--- config.mk ---
export PLATFORM = sky130hd
export DESIGN_NAME = motor_command_shaper
export DESIGN_NICKNAME = d
export VERILOG_FILES = /design/src/rtl/motor_command_shaper.sv
export SDC_FILE = /design/constraint.sdc
export NUM_CORES = 1
export LEC_CHECK = 0
export CAP_MARGIN = 10
export CORE_ASPECT_RATIO = 0.8
export CORE_MARGIN = 2
export CORE_UTILIZATION = 58
export CTS_BUF_LIST = sky130_fd_sc_hd__clkbuf_4 sky130_fd_sc_hd__clkbuf_8 sky130_fd_sc_hd__clkbuf_16
export CTS_CLUSTER_DIAMETER = 40
export CTS_CLUSTER_SIZE = 28
export DETAILED_ROUTE_END_ITERATION = 6
export GPL_ROUTABILITY_DRIVEN = 0
export PLACE_DENSITY = 0.83
export SYNTH_ARGS = -nofsm -noshare
export SYNTH_HDL_FRONTEND = slang
export SYNTH_SLANG_ARGS = --single-unit
--- constraint.sdc ---
create_clock -name i_clk -period 6.9 [get_ports i_clk]
set_input_delay 1.035 -clock i_clk [delete_from_list [all_inputs] [get_ports i_clk]]
set_output_delay 1.035 -clock i_clk [all_outputs]
set_load 0.02 [all_outputs]
--- src/rtl/motor_command_shaper.sv ---
// ---------------------------------------------------------------------------
// motor_command_shaper
//
// Turns the channel decoder's signed power command into a ramp-limited PWM
// duty magnitude plus a direction bit for the H-bridge PWM generator. A
// direction reversal first ramps the duty down, then holds zero duty for a
// programmable dead-time before the direction bit flips. A latched brake
// request parks the bridge in brake. A loss-of-signal watchdog forces
// braking until a neutral, non-braking sample arrives.
//
// Ports:
//   i_clk          system clock
//   i_rst_n        asynchronous active-low reset
//   i_timebase     single-cycle tick; all ramp/dead-time/watchdog timing
//                  counts these ticks
//   i_power_valid  single-cycle strobe qualifying i_power/i_brake/i_boost
//   i_power        signed power command, negative means reverse
//   i_brake        brake request, sampled with i_power_valid
//   i_boost        boost request (lifts the normal ceiling), sampled with
//                  i_power_valid
//   i_normal_max   duty ceiling while boost is inactive
//   i_ramp_step    maximum duty change per tick (0 freezes the duty)
//   i_deadtime     ticks of zero duty between direction changes
//   i_timeout      ticks without a valid sample before failsafe, 0 disables
//   o_duty         PWM duty magnitude
//   o_dir          0 forward, 1 reverse
//   o_brake_en     bridge brake (both low sides on)
//   o_failsafe     watchdog tripped
// ---------------------------------------------------------------------------
module motor_command_shaper #(
    parameter int K_RES = 10,
    parameter int K_WDW = 16,
    parameter int K_DTW = 8
) (
    input  logic                    i_clk,
    input  logic                    i_rst_n,
    input  logic                    i_timebase,
    input  logic                    i_power_valid,
    input  logic signed [K_RES-1:0] i_power,
    input  logic                    i_brake,
    input  logic                    i_boost,
    input  logic [K_RES-2:0]        i_normal_max,
    input  logic [K_RES-2:0]        i_ramp_step,
    input  logic [K_DTW-1:0]        i_deadtime,
    input  logic [K_WDW-1:0]        i_timeout,
    output logic [K_RES-2:0]        o_duty,
    output logic                    o_dir,
    output logic                    o_brake_en,
    output logic                    o_failsafe
);

    localparam int DW = K_RES - 1;

    typedef enum logic [2:0] {
        ST_RUN,
        ST_REV_RAMP,
        ST_DEADTIME,
        ST_BRAKE,
        ST_FAILSAFE
    } state_t;

    state_t           state;
    logic [DW-1:0]    mag_lat;
    logic             req_dir;
    logic             brake_lat;
    logic             boost_lat;
    logic [K_WDW-1:0] wd_cnt;
    logic [K_DTW-1:0] dt_cnt;

    logic [K_RES-1:0] neg_power;
    logic [DW-1:0]    sample_mag;
    logic             sample_zero;
    logic [DW-1:0]    target;
    logic             wd_trip;
    logic [K_RES-1:0] duty_ext;
    logic [K_RES-1:0] step_ext;
    logic [K_RES-1:0] tgt_ext;
    logic [K_RES-1:0] up_sum;
    logic [K_RES-1:0] dn_floor;
    logic [DW-1:0]    ramp_next;
    logic [DW-1:0]    decay_next;

    // Magnitude of the incoming command. The most negative code has no
    // positive twin at this width, so its negation still has the sign bit
    // set; that case saturates to the largest representable magnitude.
    always_comb begin
        neg_power  = ~i_power + K_RES'(1);
        sample_mag = i_power[DW-1:0];
        if (i_power[K_RES-1]) begin
            if (neg_power[K_RES-1]) begin
                sample_mag = '1;
            end else begin
                sample_mag = neg_power[DW-1:0];
            end
        end
        sample_zero = (sample_mag == '0);
    end

    // The ceiling is applied from the latched magnitude and boost flag, so
    // the effective target equals the clamped sample and also follows any
    // later change of i_normal_max.
    always_comb begin
        target = mag_lat;
        if (!boost_lat && (mag_lat > i_normal_max)) begin
            target = i_normal_max;
        end
        wd_trip = (i_timeout != '0) && (wd_cnt >= i_timeout);
    end

    // One ramp step toward the target, done one bit wider than the duty so
    // that neither duty+step nor target+step can wrap. Landing on the target
    // whenever the step would reach or pass it prevents overshoot.
    always_comb begin
        duty_ext   = {1'b0, o_duty};
        step_ext   = {1'b0, i_ramp_step};
        tgt_ext    = {1'b0, target};
        up_sum     = duty_ext + step_ext;
        dn_floor   = tgt_ext + step_ext;
        ramp_next  = o_duty;
        if (o_duty < target) begin
            ramp_next = (up_sum >= tgt_ext) ? target : up_sum[DW-1:0];
        end else if (o_duty > target) begin
            ramp_next = (duty_ext <= dn_floor) ? target : (o_duty - i_ramp_step);
        end
        decay_next = (o_duty > i_ramp_step) ? (o_duty - i_ramp_step) : '0;
    end

    // Sample latch and watchdog. A zero-magnitude sample carries no sign
    // information, so the requested direction is left alone. A valid strobe
    // clears the watchdog even when a tick lands in the same cycle, and the
    // counter parks at all-ones instead of wrapping back below the timeout.
    always_ff @(posedge i_clk or negedge i_rst_n) begin
        if (!i_rst_n) begin
            mag_lat   <= '0;
            req_dir   <= 1'b0;
            brake_lat <= 1'b0;
            boost_lat <= 1'b0;
            wd_cnt    <= '0;
        end else begin
            if (i_power_valid) begin
                mag_lat   <= sample_mag;
                brake_lat <= i_brake;
                boost_lat <= i_boost;
                if (!sample_zero) begin
                    req_dir <= i_power[K_RES-1];
                end
            end
            if (i_power_valid) begin
                wd_cnt <= '0;
            end else if (i_timebase && (wd_cnt != '1)) begin
                wd_cnt <= wd_cnt + K_WDW'(1);
            end
        end
    end

    // Main shaping FSM with registered outputs. Failsafe is left only on a
    // live neutral, non-braking sample, checked straight off the inputs so
    // the exit happens on the strobe itself. Outside failsafe the order is
    // watchdog trip, then latched brake, then the reversal sequence, then
    // normal ramping. A reversal always passes through DEADTIME, which is
    // where the direction bit actually flips.
    always_ff @(posedge i_clk or negedge i_rst_n) begin
        if (!i_rst_n) begin
            state      <= ST_RUN;
            dt_cnt     <= '0;
            o_duty     <= '0;
            o_dir      <= 1'b0;
            o_brake_en <= 1'b0;
            o_failsafe <= 1'b0;
        end else if (state == ST_FAILSAFE) begin
            o_duty <= '0;
            if (i_power_valid && sample_zero && !i_brake) begin
                state      <= ST_RUN;
                o_brake_en <= 1'b0;
                o_failsafe <= 1'b0;
            end
        end else if (wd_trip) begin
            state      <= ST_FAILSAFE;
            o_duty     <= '0;
            o_brake_en <= 1'b1;
            o_failsafe <= 1'b1;
        end else if (brake_lat) begin
            state      <= ST_BRAKE;
            o_duty     <= '0;
            o_brake_en <= 1'b1;
        end else begin
            case (state)
                ST_BRAKE: begin
                    state      <= ST_RUN;
                    o_duty     <= '0;
                    o_brake_en <= 1'b0;
                end
                ST_RUN: begin
                    if (req_dir != o_dir) begin
                        if (o_duty != '0) begin
                            state <= ST_REV_RAMP;
                        end else begin
                            state  <= ST_DEADTIME;
                            dt_cnt <= i_deadtime;
                        end
                    end else if (i_timebase) begin
                        o_duty <= ramp_next;
                    end
                end
                ST_REV_RAMP: begin
                    if (req_dir == o_dir) begin
                        state <= ST_RUN;
                    end else if (o_duty == '0) begin
                        state  <= ST_DEADTIME;
                        dt_cnt <= i_deadtime;
                    end else if (i_timebase) begin
                        o_duty <= decay_next;
                    end
                end
                ST_DEADTIME: begin
                    o_duty <= '0;
                    if (dt_cnt == '0) begin
                        o_dir <= ~o_dir;
                        state <= ST_RUN;
                    end else if (i_timebase) begin
                        dt_cnt <= dt_cnt - K_DTW'(1);
                    end
                end
                default: begin
                    state <= ST_RUN;
                end
            endcase
        end
    end

endmodule

==> flow_metrics.py <==
metrics = {
    "outcome": {
        "status": "finished clean",
    },
    "routing": {
        "drt_iter0_drc": 548,
        "vias": 5566,
        "dr.pass1.iters": 5,
        "ant_nets": 0,
        "wl_per_cell_um": 17.89,
        "wl_um": 15680,
        "drc_errors": 0,
        "viasPerCell": 6.354,
    },
    "cts": {
        "insertion_delay_ns": 0.29,
        "clkTransAtPathRegs_ns": 0.07,
        "cts_tree": "done",
        "clock-sinks": 51,
        "ctsLongestPathBuffers": 2,
        "numCtsBuffers": 5,
        "h-tree-depth": 2,
        "ctsRootBufferMaster": "clkbuf_16",
    },
    "synthesis": {
        "yosys_warnings": 0,
        "synth_top_cell_by_area": "dfrtp_1",
        "synth_edf_count": 0,
        "synth.distinct_cells": 78,
        "synth-async-reset-ratio_pct": 100.0,
        "syn_area_per_cell_sq_um": 8.158,
        "synth_top_area_share_pct": 22.67,
        "ys_ff_latch": 51,
        "synthFlopType": "dfrtp_1",
        "syn_area_sq_mm": 0.005629,
        "synth_common_cells": "ha_1 (82), nor2_1 (72), inv_1 (71), dfrtp_1 (51), nand2_1 (50)",
        "syn_inst": 690,
        "synth_area_leaders": "dfrtp_1 (23%), ha_1 (18%), nor2_1 (4.8%), inv_1 (4.7%), a21oi_1 (4.3%)",
        "yosysSeqAreaShare_pct": 22.67,
        "synth_most_common_cell": "ha_1",
        "syn_nets": 833,
    },
    "grt": {
        "grt_pass1_wl_um": 25930,
        "grt_antenna_before_repair": 0,
        "grt_max_degree": 52,
        "grt_pass1_vias": 5289,
        "grt_usage_pct": 30.50,
        "gr-total-overflow": 0,
    },
    "sta": {
        "fin_tns_setup_ns": 0,
        "period_share_pct": 96.59,
        "tightest_slew_ns": 0.8564,
        "maxSlewViolCount": 0,
        "max_freq_mhz": 150.0,
        "relSlewSlack_pct": 42.28,
        "rsz0062_at_grt": "false",
        "hold_viol": 0,
        "finalCriticalPeriod_ns": 6.665,
        "clock-skew-final_ns": 0.008020,
        "setup_viol": 0,
    },
    "power": {
        "worst_ir_drop_vdd_mv": 0.1276,
        "power_density_mw_per_mm2": 303.3,
        "p_leak_nw": 3.022,
    },
    "finish": {
        "antenna_cells": 0,
        "drive_gt1_share_pct": 6.473,
        "fin_area_sq_mm": 0.006565,
        "multi_input_area_sq_mm": 0.003986,
        "syn_to_final_growth_pct": 16.63,
        "n_fill_cell": 744,
        "register_area_sq_mm": 0.001276,
        "layout.nets": 899,
    },
    "flow_run": {
        "maxCapViolCount": 0,
    },
    "die": {
        "row_count": 32,
        "die_h_um": 92.12,
        "die_w_um": 114.1,
        "core_sq_mm": 0.009529,
        "dieArea_sq_mm": 0.01051,
        "io_pins": 70,
        "initial_core_util_pct": 59.07,
    },
    "critical_path": {
        "critPathMaxFanout": 8,
        "end_kind": "register",
        "cp_data_arrival_time_ns": 6.83,
        "critPathRequiredTime_ns": 7.07,
        "critical_path_class": "in -> reg",
        "cp-start-kind": "input pin",
    },
    "placed_design": {
        "dp.final_hpwl_um": 12440,
        "portBuffers": 69,
        "postPlaceCellArea_sq_mm": 0.006397,
    },
    "hold_path": {
        "hold_path_class": "reg -> reg",
    },
}
-- through the flow --
stage               hold slack, ns  setup slack (ns)  cells  power, mW  util, %
floorplan                   0.4780            0.8358    690      1.368        -
global placement            0.5147            0.2339    867      1.629    67.14
detailed placement          0.5149          -0.05671    867      1.683    67.14
CTS                         0.5303            0.1768    875      1.945    68.66
global route                0.5475           0.03644    876      2.137    68.89
finish                      0.5303            0.2352    876      1.991    68.89
-- state kept, by name, summed over array words and instances, names as in the netlist --
| signal | flops |
|---|---|
| wd_cnt | 16 |
| mag_lat | 9 |
| o_duty | 9 |
| dt_cnt | 8 |
| state | 3 |
| boost_lat | 1 |
| brake_lat | 1 |
| o_brake_en | 1 |
| o_dir | 1 |
| o_failsafe | 1 |
| req_dir | 1 |
-- layout make-up --
cell class	count	area share, %
Clock buffer	7	2.135
Clock inverter	1	0.07623
Inverter	72	4.117
Multi-Input combinational cell	550	60.72
Sequential cell	51	19.44
Tap cell	119	2.268
Timing Repair Buffer	76	11.24
-- path summary, 6_finish.rpt --
kind	from	to	slack [ns]	cells past startpoint
worst max-delay path	i_normal_max[3]	o_duty[4]$_DFFE_PN0P_	0.24	25
worst min-delay path	dt_cnt[3]$_DFFE_PN0P_	dt_cnt[3]$_DFFE_PN0P_	0.53	1
worst max register to register	mag_lat[3]$_DFFE_PN0P_	o_duty[4]$_DFFE_PN0P_	1.05	23
worst min register to register	dt_cnt[3]$_DFFE_PN0P_	dt_cnt[3]$_DFFE_PN0P_	0.53	1
max in group asynchronous	i_rst_n	wd_cnt[6]$_DFFE_PN0P_	5.58	2
min in group asynchronous	i_rst_n	o_duty[4]$_DFFE_PN0P_	0.86	2
-- routing by layer --
metal / global-route usage (%) / vias to the layer above / wire [um]
met1: 44.04 / 2684 / 7182
li1: - / 2618 / -
met3: 5.816 / 30 / 1244
met5: 0 / - / 0
met2: 47.52 / 234 / 6956
met4: 6.606 / 0 / 291
-- what timing repair did --
item	4_1_cts	5_1_grt
setup buffers	0	1
hold buffers	0	0
gates resized for setup	0	3
setup endpoints to repair	0	8
-- kinds of logic after synthesis --
family	share of synthesized area (%)
AO/OA/AOI/OAI	22.65
XOR/XNOR	6.535
adder cells (fa/ha/maj)	19.29
buffers and inverters	6.779
flip-flops	22.67
multiplexers	1.311
AND/OR/NAND/NOR	20.76
-- cell usage in the layout, fill, tap and decap left out, drive strengths merged, types with 4 or more instances in the layout --
| cell | netlist | layout |
|---|---|---|
| xnor2 | 26 | 26 |
| nand4 | 11 | 11 |
| o31ai | 5 | 5 |
| or3 | 5 | 5 |
| buf | 10 | 8 |
| nor3 | 20 | 20 |
| nand3 | 22 | 22 |
| nand2 | 53 | 53 |
| or4 | 6 | 6 |
| a211oi | 4 | 4 |
| o221ai | 6 | 6 |
| a31oi | 8 | 8 |
| nor2 | 72 | 72 |
| ha | 82 | 82 |
| nor4 | 10 | 10 |
| a22o | 5 | 5 |
| o21ai | 44 | 44 |
| xor2 | 16 | 16 |
| nand2b | 12 | 12 |
| and3 | 4 | 4 |
| nor2b | 9 | 9 |
| clkdlybuf4s50 | 0 | 68 |
| inv | 72 | 72 |
| dfrtp | 51 | 51 |
| a21oi | 51 | 51 |
| a22oi | 4 | 4 |
| a221o | 6 | 6 |
| mux2i | 4 | 4 |
| o41ai | 4 | 4 |
| clkbuf | 7 | 7 |
| a21o | 6 | 6 |
-- where the power goes --
part / total (mW) / switching (mW) / leakage [nW] / internal (mW)
logic: 1.28 / 0.732 / 2.30 / 0.549
clock network: 0.250 / 0.108 / 0.0747 / 0.142
registers: 0.460 / 0.103 / 0.646 / 0.357
total: 1.99 / 0.943 / 3.02 / 1.05
-- critical path: stages --
cell             delay (ns)
clkdlybuf4s50_1        0.45
inv_1                  0.05
ha_1                   0.33
a21oi_1                0.22
a21boi_1               0.10
o31a_1                 0.27
o21ai_4                0.20
mux2_2                 0.41
ha_1                   0.22
fa_1                   0.40
a21o_1                 0.21
a21oi_2                0.17
o21ai_0                0.17
a21oi_2                0.21
o21ai_0                0.13
xnor2_1                0.18
ha_1                   0.27
nand4_1                0.07
nor3_1                 0.05
or4_4                  0.49
a211oi_4               0.26
nand2_2                0.17
nand2_4                0.19
o221ai_1               0.17
a221o_1                0.40
Note: power is estimated with default switching activity, not from simulation.
